===== src/rtl/otf_quotient_converter.sv =====
// otf_quotient_converter: on-the-fly conversion of an MSB-first radix-2
// signed-digit quotient into a two's-complement word using the Q/QM pair.
// Latency: result_valid is registered on the edge that accepts the last digit
// and rises in the cycle after it. Backpressure: the result is held in DONE
// until result_ack. There is no digit backpressure: digits outside ACCUM are
// dropped and flagged on digit_drop.
//
// Ports:
//   clk           rising-edge clock
//   asyn_reset    synchronous, active-high reset (priority over start)
//   start         clears Q/QM, counters and sticky flags; enters ACCUM
//   digit_in      signed digit: 2'b10=+1, 2'b01=-1, 2'b00=0, 2'b11=illegal (as 0)
//   digit_valid   digit_in is valid this cycle
//   result_ack    downstream has taken result (only acts in DONE)
//   result        UNROLLING+1 bit two's-complement quotient, MSB is the sign
//   result_valid  result is complete and stable
//   busy          high while in ACCUM
//   digit_cnt     digits accepted since the last start
//   digit_drop    sticky: a digit arrived outside ACCUM
//   digit_err     sticky: an illegal code was accepted
//
// Build option: define OTF_ERR_EN to enable digit_err reporting. When the macro
// is undefined, digit_err is tied low and 2'b11 is silently converted as 0.

module otf_quotient_converter #(
  parameter int UNROLLING = 64,
  parameter int CNT_WIDTH = 11
) (
  input  logic                 clk,
  input  logic                 asyn_reset,
  input  logic                 start,
  input  logic [1:0]           digit_in,
  input  logic                 digit_valid,
  input  logic                 result_ack,
  output logic [UNROLLING:0]   result,
  output logic                 result_valid,
  output logic                 busy,
  output logic [CNT_WIDTH-1:0] digit_cnt,
  output logic                 digit_drop,
  output logic                 digit_err
);

  localparam int W = UNROLLING + 1;
  localparam logic [CNT_WIDTH-1:0] LAST_CNT = CNT_WIDTH'(UNROLLING - 1);

  typedef enum logic [1:0] {
    ST_IDLE  = 2'd0,
    ST_ACCUM = 2'd1,
    ST_DONE  = 2'd2
  } state_t;

  state_t               state_q, state_d;
  logic [W-1:0]         q_q, q_d;
  logic [W-1:0]         qm_q, qm_d;
  logic [W-1:0]         result_q, result_d;
  logic                 result_valid_q, result_valid_d;
  logic [CNT_WIDTH-1:0] digit_cnt_q, digit_cnt_d;
  logic                 digit_drop_q, digit_drop_d;

  // One step of the recurrence for the digit currently on digit_in.
  // Q always holds the converted value and QM holds Q-1, so a -1 digit
  // borrows by selecting QM instead of propagating a carry.
  logic [W-1:0] q_step, qm_step;

  always_comb begin
    q_step  = {q_q[W-2:0], 1'b0};
    qm_step = {qm_q[W-2:0], 1'b1};
    case (digit_in)
      2'b10: begin
        q_step  = {q_q[W-2:0], 1'b1};
        qm_step = {q_q[W-2:0], 1'b0};
      end
      2'b01: begin
        q_step  = {qm_q[W-2:0], 1'b1};
        qm_step = {qm_q[W-2:0], 1'b0};
      end
      default: begin
        // 2'b00 and the illegal 2'b11 both convert as a zero digit.
        q_step  = {q_q[W-2:0], 1'b0};
        qm_step = {qm_q[W-2:0], 1'b1};
      end
    endcase
  end

  // A digit is consumed only in ACCUM, and never in a start cycle.
  logic digit_accept;
  assign digit_accept = (state_q == ST_ACCUM) && digit_valid && !start;

  always_comb begin
    state_d        = state_q;
    q_d            = q_q;
    qm_d           = qm_q;
    result_d       = result_q;
    result_valid_d = result_valid_q;
    digit_cnt_d    = digit_cnt_q;
    digit_drop_d   = digit_drop_q;

    if (start) begin
      // Restart from any state; a pending result is discarded and a digit
      // arriving alongside start is silently ignored.
      state_d        = ST_ACCUM;
      q_d            = '0;
      qm_d           = '1;
      result_valid_d = 1'b0;
      digit_cnt_d    = '0;
      digit_drop_d   = 1'b0;
    end else begin
      case (state_q)
        ST_IDLE: begin
          if (digit_valid) begin
            digit_drop_d = 1'b1;
          end
        end
        ST_ACCUM: begin
          if (digit_valid) begin
            q_d         = q_step;
            qm_d        = qm_step;
            digit_cnt_d = digit_cnt_q + CNT_WIDTH'(1);
            if (digit_cnt_q == LAST_CNT) begin
              result_d       = q_step;
              result_valid_d = 1'b1;
              state_d        = ST_DONE;
            end
          end
        end
        ST_DONE: begin
          if (digit_valid) begin
            digit_drop_d = 1'b1;
          end
          if (result_ack) begin
            result_valid_d = 1'b0;
            state_d        = ST_IDLE;
          end
        end
        default: begin
          state_d = ST_IDLE;
        end
      endcase
    end
  end

  always_ff @(posedge clk) begin
    if (asyn_reset) begin
      state_q        <= ST_IDLE;
      q_q            <= '0;
      qm_q           <= '1;
      result_q       <= '0;
      result_valid_q <= 1'b0;
      digit_cnt_q    <= '0;
      digit_drop_q   <= 1'b0;
    end else begin
      state_q        <= state_d;
      q_q            <= q_d;
      qm_q           <= qm_d;
      result_q       <= result_d;
      result_valid_q <= result_valid_d;
      digit_cnt_q    <= digit_cnt_d;
      digit_drop_q   <= digit_drop_d;
    end
  end

`ifdef OTF_ERR_EN
  // Sticky illegal-code flag; cleared only by start or reset.
  logic digit_err_q, digit_err_d;

  always_comb begin
    digit_err_d = digit_err_q;
    if (start) begin
      digit_err_d = 1'b0;
    end else if (digit_accept && (digit_in == 2'b11)) begin
      digit_err_d = 1'b1;
    end
  end

  always_ff @(posedge clk) begin
    if (asyn_reset) begin
      digit_err_q <= 1'b0;
    end else begin
      digit_err_q <= digit_err_d;
    end
  end

  assign digit_err = digit_err_q;
`else
  logic unused_accept;
  assign unused_accept = digit_accept;
  assign digit_err     = 1'b0;
`endif

  assign result       = result_q;
  assign result_valid = result_valid_q;
  assign busy         = (state_q == ST_ACCUM);
  assign digit_cnt    = digit_cnt_q;
  assign digit_drop   = digit_drop_q;

endmodule


===== config.mk =====
export PLATFORM = sky130hd
export DESIGN_NAME = otf_quotient_converter
export DESIGN_NICKNAME = d
export VERILOG_FILES = /design/src/rtl/otf_quotient_converter.sv
export SDC_FILE = /design/constraint.sdc
export NUM_CORES = 1
export LEC_CHECK = 0
export BUFFER_PORTS_ARGS = -buffer_cell sky130_fd_sc_hd__buf_2
export CORE_AREA = 2 2 135 137
export DETAILED_ROUTE_END_ITERATION = 6
export DIE_AREA = 0 0 137 139
export PLACE_DENSITY_LB_ADDON = 0.25
export SLEW_MARGIN = 15
export SYNTH_ARGS = -nofsm -noshare
export SYNTH_HDL_FRONTEND = slang
export SYNTH_SLANG_ARGS = --single-unit

===== constraint.sdc =====
create_clock -name clk -period 3.7 [get_ports clk]
set_clock_uncertainty 0.1 [all_clocks]
set_input_delay 0.555 -clock clk [delete_from_list [all_inputs] [get_ports clk]]
set_output_delay 0.555 -clock clk [all_outputs]
set_load 0.05 [all_outputs]

==> results.yml, run 1 <==
run_status:
  run_status: "finished, final reports clean"
critical_path:
  worstSetupEndpointType: "flop"
  r2r_end: "result[27]$_SDFFE_PP0P_"
  r2r_setup_slack_ns: 0.92
  cp_data_required_time_ns: 3.99
  r2r_cells: 5
  reg2reg_from: "digit_cnt[0]$_SDFFE_PP0P_"
  arrival_ns: 3.07
  critPathMaxFanout: 41
  worstSetupStartpointType: "flop"
  criticalPathCategory: "reg2reg"
  endpoint: "result[27]$_SDFFE_PP0P_"
  startpoint: "digit_cnt[0]$_SDFFE_PP0P_"
sta:
  setup_viol: 0
  tightestPinTransition_ns: 0.923
  fin_crit_ns: 2.78
  finalCritPeriodShare_pct: 75.1
  final.setup.worst_slack_ns: 0.923
  drv_slew: 0
  finalHoldViolCount: 0
  rsz0062_at_grt: "false"
  max_freq_ghz: 0.360
  fin_tns_setup_ns: 0
  slew_headroom_pct: 38.5
place:
  dp_hpwl_um: 11600
  placed_area_um2: 9860
  pre_cts_slack_ns: 0.887
  gp_congestion: 0.733
  io_buffers: 85
clock_tree:
  root_buffer: "clkbuf_16"
  post_cts_resize_count: 0
  post_cts_buffers: 0
  clkLatencyLatePin_ns: 0.50
  cts.htree.levels: 1
  clock-sinks: 208
  tritoncts: "built"
  clk_path_buf_depth: 3
  clk_pin_slew_ns: 0.06
  numCtsBuffers: 23
  postCtsHoldBufs: 0
global_routing:
  grt_remaining_overflow: 0
  use_met3_pct: 3.62
  grt_busiest_layer: "met2"
  grt_pass1_wl_um: 36600
  grt_use_met2_pct: 35.8
  antenna_found_initial: 0
  grt_max_degree: 117
  grt_use_met1_pct: 31.7
  first_global_vias: 7446
  grt.total_usage_pct: 22.7
detailed_routing:
  wl_um: 22100
  ant_nets: 0
  vias: 7911
  routedWlPerCell_um: 17.1
  firstDrtPassIters: 7
  drtIter0Drc: 717
  drc: 0
  vias_per_cell: 6.11
floorplan:
  dieArea_um2: 19000
  initial_utilization_pct: 53.5
  placementRows: 49
  die_width_um: 137
  ios: 87
  die_h_um: 139
  core_um2: 17700
final_layout:
  nFillCells: 1520
  multi_input_area_um2: 4800
  finalNetCount: 1061
  diodes: 0
  drive_above_1_share_pct: 19.9
  syn2layout_area_growth_pct: 12.7
  regArea_um2: 4160
  final_area_um2: 10600
synthesis:
  ys_ff_latch: 208
  yosysUniqueCellTypes: 39
  synth_nets: 1046
  ys.warnings.count: 0
  synth_top_area_share_pct: 44.1
  ys.flop_type: "dfxtp_1"
  seq_area_frac_synth_pct: 44.1
  syn_avg_cell_area_um2: 9.11
  syn_inst: 1036
  synth_top_cell_by_area: "dfxtp_1"
  synthTopCellsByArea: "dfxtp_1 (44%), o21ai_0 (7.0%), mux2_4 (6.4%)"
  ys_async_sr_fraction_pct: 0
  syn_area_um2: 9440
  synth_edf_count: 0
power_and_ir_drop:
  pwr_density_cell_nw_per_um2: 476
  irDropWorstVdd_v: 0.000453
  p_leak_nw: 4.00
  power_w: 0.00506
worst_hold_path:
  hold_path_class: "in2reg"
flow_run:
  maxCapViolations: 0
-- report_power, final --
| group | total [W] | switching (W) | internal [W] |
|---|---|---|---|
| Clock | 0.00238 | 0.000908 | 0.00148 |
| Combinational | 0.000378 | 0.000266 | 0.000112 |
| Sequential | 0.00230 | 0.0000265 | 0.00227 |
| Total | 0.00506 | 0.00120 | 0.00386 |
-- how the worst min path moves through the flow --
stage | start | endpoint | slack [ns] | cells past startpoint
after floorplan | q_q[63]$_SDFFE_PP0P_ | q_q[63]$_SDFFE_PP0P_ | 0.37 | 2
after global placement | digit_drop$_SDFFE_PP0P_ | digit_drop$_SDFFE_PP0P_ | 0.35 | 2
after detailed placement | digit_drop$_SDFFE_PP0P_ | digit_drop$_SDFFE_PP0P_ | 0.36 | 2
after CTS | start | state_q[0]$_SDFFE_PP0P_ | 0.23 | 3
after global routing | start | state_q[0]$_SDFFE_PP0P_ | 0.26 | 3
final | start | state_q[0]$_SDFFE_PP0P_ | 0.25 | 3
-- placed cells by master, fill, tap and decap left out, types with 4 or more instances in the layout --
master / n
nor2_1: 131
or3_1: 5
mux2_2: 25
a221oi_1: 63
buf_2: 84
clkbuf_16: 23
nand2_1: 10
dfxtp_1: 208
a311oi_1: 63
inv_1: 6
a21oi_1: 74
buf_4: 13
clkinv_2: 5
clkbuf_1: 5
nor2b_1: 66
bufinv_16: 4
o21ai_0: 132
nand3b_1: 65
mux2_4: 40
-- synth_stat cells (2+ instances only) --
cell      instances
nand3_1           2
nand3b_1         65
clkbuf_1         95
a21oi_1          74
a311oi_1         63
or4_1             4
or3_1             5
mux2i_1           2
nand2_1          10
o21ai_0         132
buf_8             3
buf_1             7
ha_1              3
a221oi_1         63
o31ai_1           3
o21a_1            3
nor2_1          132
nand4_1           2
nor2b_1          67
dfxtp_1         208
mux2_4           40
or2_2             3
nor4_1            3
mux2_2           25
buf_4             3
inv_1             6
-- area by class of cell --
class	instances	share of cell area, %
tap	229	2.69
timing repair buffer	100	5.43
multi-input combinational	712	45.2
clock inverter	9	1.36
inverter	6	0.212
clock buffer	31	5.98
sequential	208	39.1
-- critical path, cell delays in order, from the launching register on --
cell,delay [ns]
dfxtp_1,0.39
ha_1,0.25
nand4_1,0.35
or4_2,0.76
buf_4,0.38
mux2_4,0.40
-- flip-flops by register name (all words and copies together), names as in the netlist --
| name | cells |
|---|---|
| state_q | 2 |
| qm_q | 64 |
| result_valid | 1 |
| digit_drop | 1 |
| q_q | 64 |
| digit_cnt | 11 |
| result | 65 |
-- per-layer routing --
metal / vias to the layer above / share of wire, %
met3: 36 / 5.8
met1: 3782 / 46
met5: - / 0
li1: 3841 / -
met4: 0 / 2.2
met2: 252 / 46
-- per-stage QoR --
step / hold slack, ns / utilization [%] / std cells
finish: 0.247 / 60.2 / 1295
floorplan: 0.373 / - / 1036
global route: 0.263 / 60.2 / 1295
detailed placement: 0.364 / 55.8 / 1255
global placement: 0.346 / 55.8 / 1255
CTS: 0.231 / 60.2 / 1295
-- cell families after synthesis --
kind of cell | Yosys count | synth area share, %
and+or+nand+nor | 300 | 17.2
other | 1 | 0.0397
xor gates and xnor gates | 1 | 0.0928
muxes | 67 | 9.56
AOI/OAI and AO/OA | 340 | 23.3
adders and majority gates | 3 | 0.398
buffers and inverters | 116 | 5.34
DFF | 208 | 44.1
Power figures use the tool's default switching activity.
==> inputs of run 2 (changes only) <==
Clock period 3.7 ns to 2.79 ns, I/O delays scaled along.
==> run 2 against run 1 <==
Net effect: cell area fell by 0.34%; total power grew 24%; clock-buffer cell count up 3; core utilization down 0.21 points; register-to-register slack worse by 0.48 ns; combinational power grew 36%; critical path depth fell by 1; clock power grew 14%; sequential share of layout area grew 0.13 points.
==> results.yml, run 2 (synthesized netlist as in run 1, its figures left out) <==
detailed_routing:
  drtIter0Drc: 768
  firstDrtPassIters: 5
  routedWlPerCell_um: 17.0
  vias: 7918
  drc: 0
  vias_per_cell: 6.11
  ant_nets: 0
  wl_um: 22000
final_layout:
  largest_register_ff_count: 65
  syn2layout_area_growth_pct: 12.3
  regArea_um2: 4160
  final_area_um2: 10600
  drive_above_1_share_pct: 19.7
  layout_common_cells: "dfxtp_1 (208), o21ai_0 (132), nor2_1 (131)"
  finalNetCount: 1065
  multi_input_area_um2: 4800
  diodes: 0
  nFillCells: 1547
  final_common_cell: "dfxtp_1"
power_and_ir_drop:
  p_leak_nw: 3.97
  irDropWorstVdd_v: 0.000404
  power.share.clock_pct: 43.2
  p_seq_share_pct: 48.6
  swShare_pct: 24.2
  pwr_density_cell_nw_per_um2: 592
  power.switching_w: 0.00152
  p_int_w: 0.00476
  pwr-share-comb_pct: 8.2
global_routing:
  first_global_vias: 7393
  grt_remaining_overflow: 0
  antenna_found_initial: 0
  grt_pass1_wl_um: 36800
  grt_max_degree: 131
  grt.total_usage_pct: 22.8
sta:
  finalCritPeriodShare_pct: 84.2
  max_freq_ghz: 0.426
  tightestPinTransition_ns: 1.08
  fin_tns_setup_ns: 0
  drv_slew: 0
  rsz0062_at_grt: "false"
  slew_headroom_pct: 27.7
  finalHoldViolCount: 0
  setup_viol: 0
  fin_crit_ns: 2.35
clock_tree:
  numCtsBuffers: 22
  post_cts_resize_count: 0
  clkLatencyLatePin_ns: 0.50
  postCtsHoldBufs: 0
  clk_path_buf_depth: 3
  clk_pin_slew_ns: 0.06
  root_buffer: "clkbuf_16"
  tritoncts: "built"
  clock-sinks: 208
  cts.htree.levels: 1
  post_cts_buffers: 0
critical_path:
  criticalPathCategory: "reg2reg"
  worstSetupEndpointType: "flop"
  critPathMaxFanout: 41
  worstSetupStartpointType: "flop"
  arrival_ns: 2.63
  r2r_cells: 4
  cp_data_required_time_ns: 3.07
place:
  gp_congestion: 0.737
  placed_area_um2: 9940
  io_buffers: 85
  dp_hpwl_um: 11900
flow_run:
  maxCapViolations: 0
floorplan:
  die_width_um: 137
  dieArea_um2: 19000
  core_um2: 17700
  placementRows: 49
  initial_utilization_pct: 53.5
  ios: 87
  die_h_um: 139
worst_hold_path:
  hold_path_class: "in2reg"
  worstHoldPathCells: 3
run_status:
  run_status: "finished, final reports clean"
## run 2: cell count changes in the layout (fill, tap and decap cells not counted)
cell / before / now
buf_12: 3 / 7
bufinv_16: 4 / 0
clkbuf_1: 5 / 8
clkinv_2: 5 / 2
buf_4: 13 / 14
## run 2: stage by stage
| step | util [%] | hold WS, ns | setup slack (ns) | std cells | total power [W] |
|---|---|---|---|---|---|
| detailed placement | 56.3 | 0.369 | 0.125 | 1260 | 0.00362 |
| finish | 60.0 | 0.124 | 0.442 | 1296 | 0.00627 |
| global placement | 56.3 | 0.355 | 0.195 | 1260 | 0.00362 |
| floorplan | - | 0.373 | 0.200 | 1036 | 0.00349 |
| CTS | 60.0 | 0.110 | 0.430 | 1296 | 0.00633 |
| global route | 60.0 | 0.125 | 0.376 | 1296 | 0.00651 |
## run 2: power by group through the flow
stage                     Combinational, W  Sequential (W)  Clock, W
after floorplan                   0.000380         0.00311         0
after global placement            0.000504         0.00311         0
after detailed placement          0.000510         0.00311         0
after CTS                         0.000512         0.00305   0.00277
after global routing              0.000567         0.00305   0.00289
final                             0.000513         0.00305   0.00271
## run 2: per-layer routing
layer / track usage [%] / vias up / routed length [µm]
met4: 4.83 / 0 / 330
li1: - / 3836 / -
met1: 32.6 / 3861 / 10400
met2: 36.9 / 188 / 10200
met3: 3.03 / 33 / 996
met5: 0 / - / 0
## run 2: worst paths after layout
path | startpoint | endpoint | slack [ns]
setup / recovery | digit_cnt[6]$_SDFFE_PP0P_ | result[27]$_SDFFE_PP0P_ | 0.44
setup reg to reg | digit_cnt[6]$_SDFFE_PP0P_ | result[27]$_SDFFE_PP0P_ | 0.44
hold reg to reg | digit_drop$_SDFFE_PP0P_ | digit_drop$_SDFFE_PP0P_ | 0.39
hold / removal | start | state_q[0]$_SDFFE_PP0P_ | 0.12
## run 2: layout make-up
cell class,count,share of cell area [%]
Clock inverter,2,0.0944
Inverter,6,0.212
Clock buffer,34,6.10
Sequential cell,208,39.3
Multi-Input combinational cell,712,45.3
Tap cell,229,2.70
Timing Repair Buffer,105,6.28
## run 2: critical path, cell delays in order, from the launching register on
cell,delay [ns]
dfxtp_1,0.36
or4_4,0.59
or4_2,0.60
buf_12,0.25
mux2_4,0.33
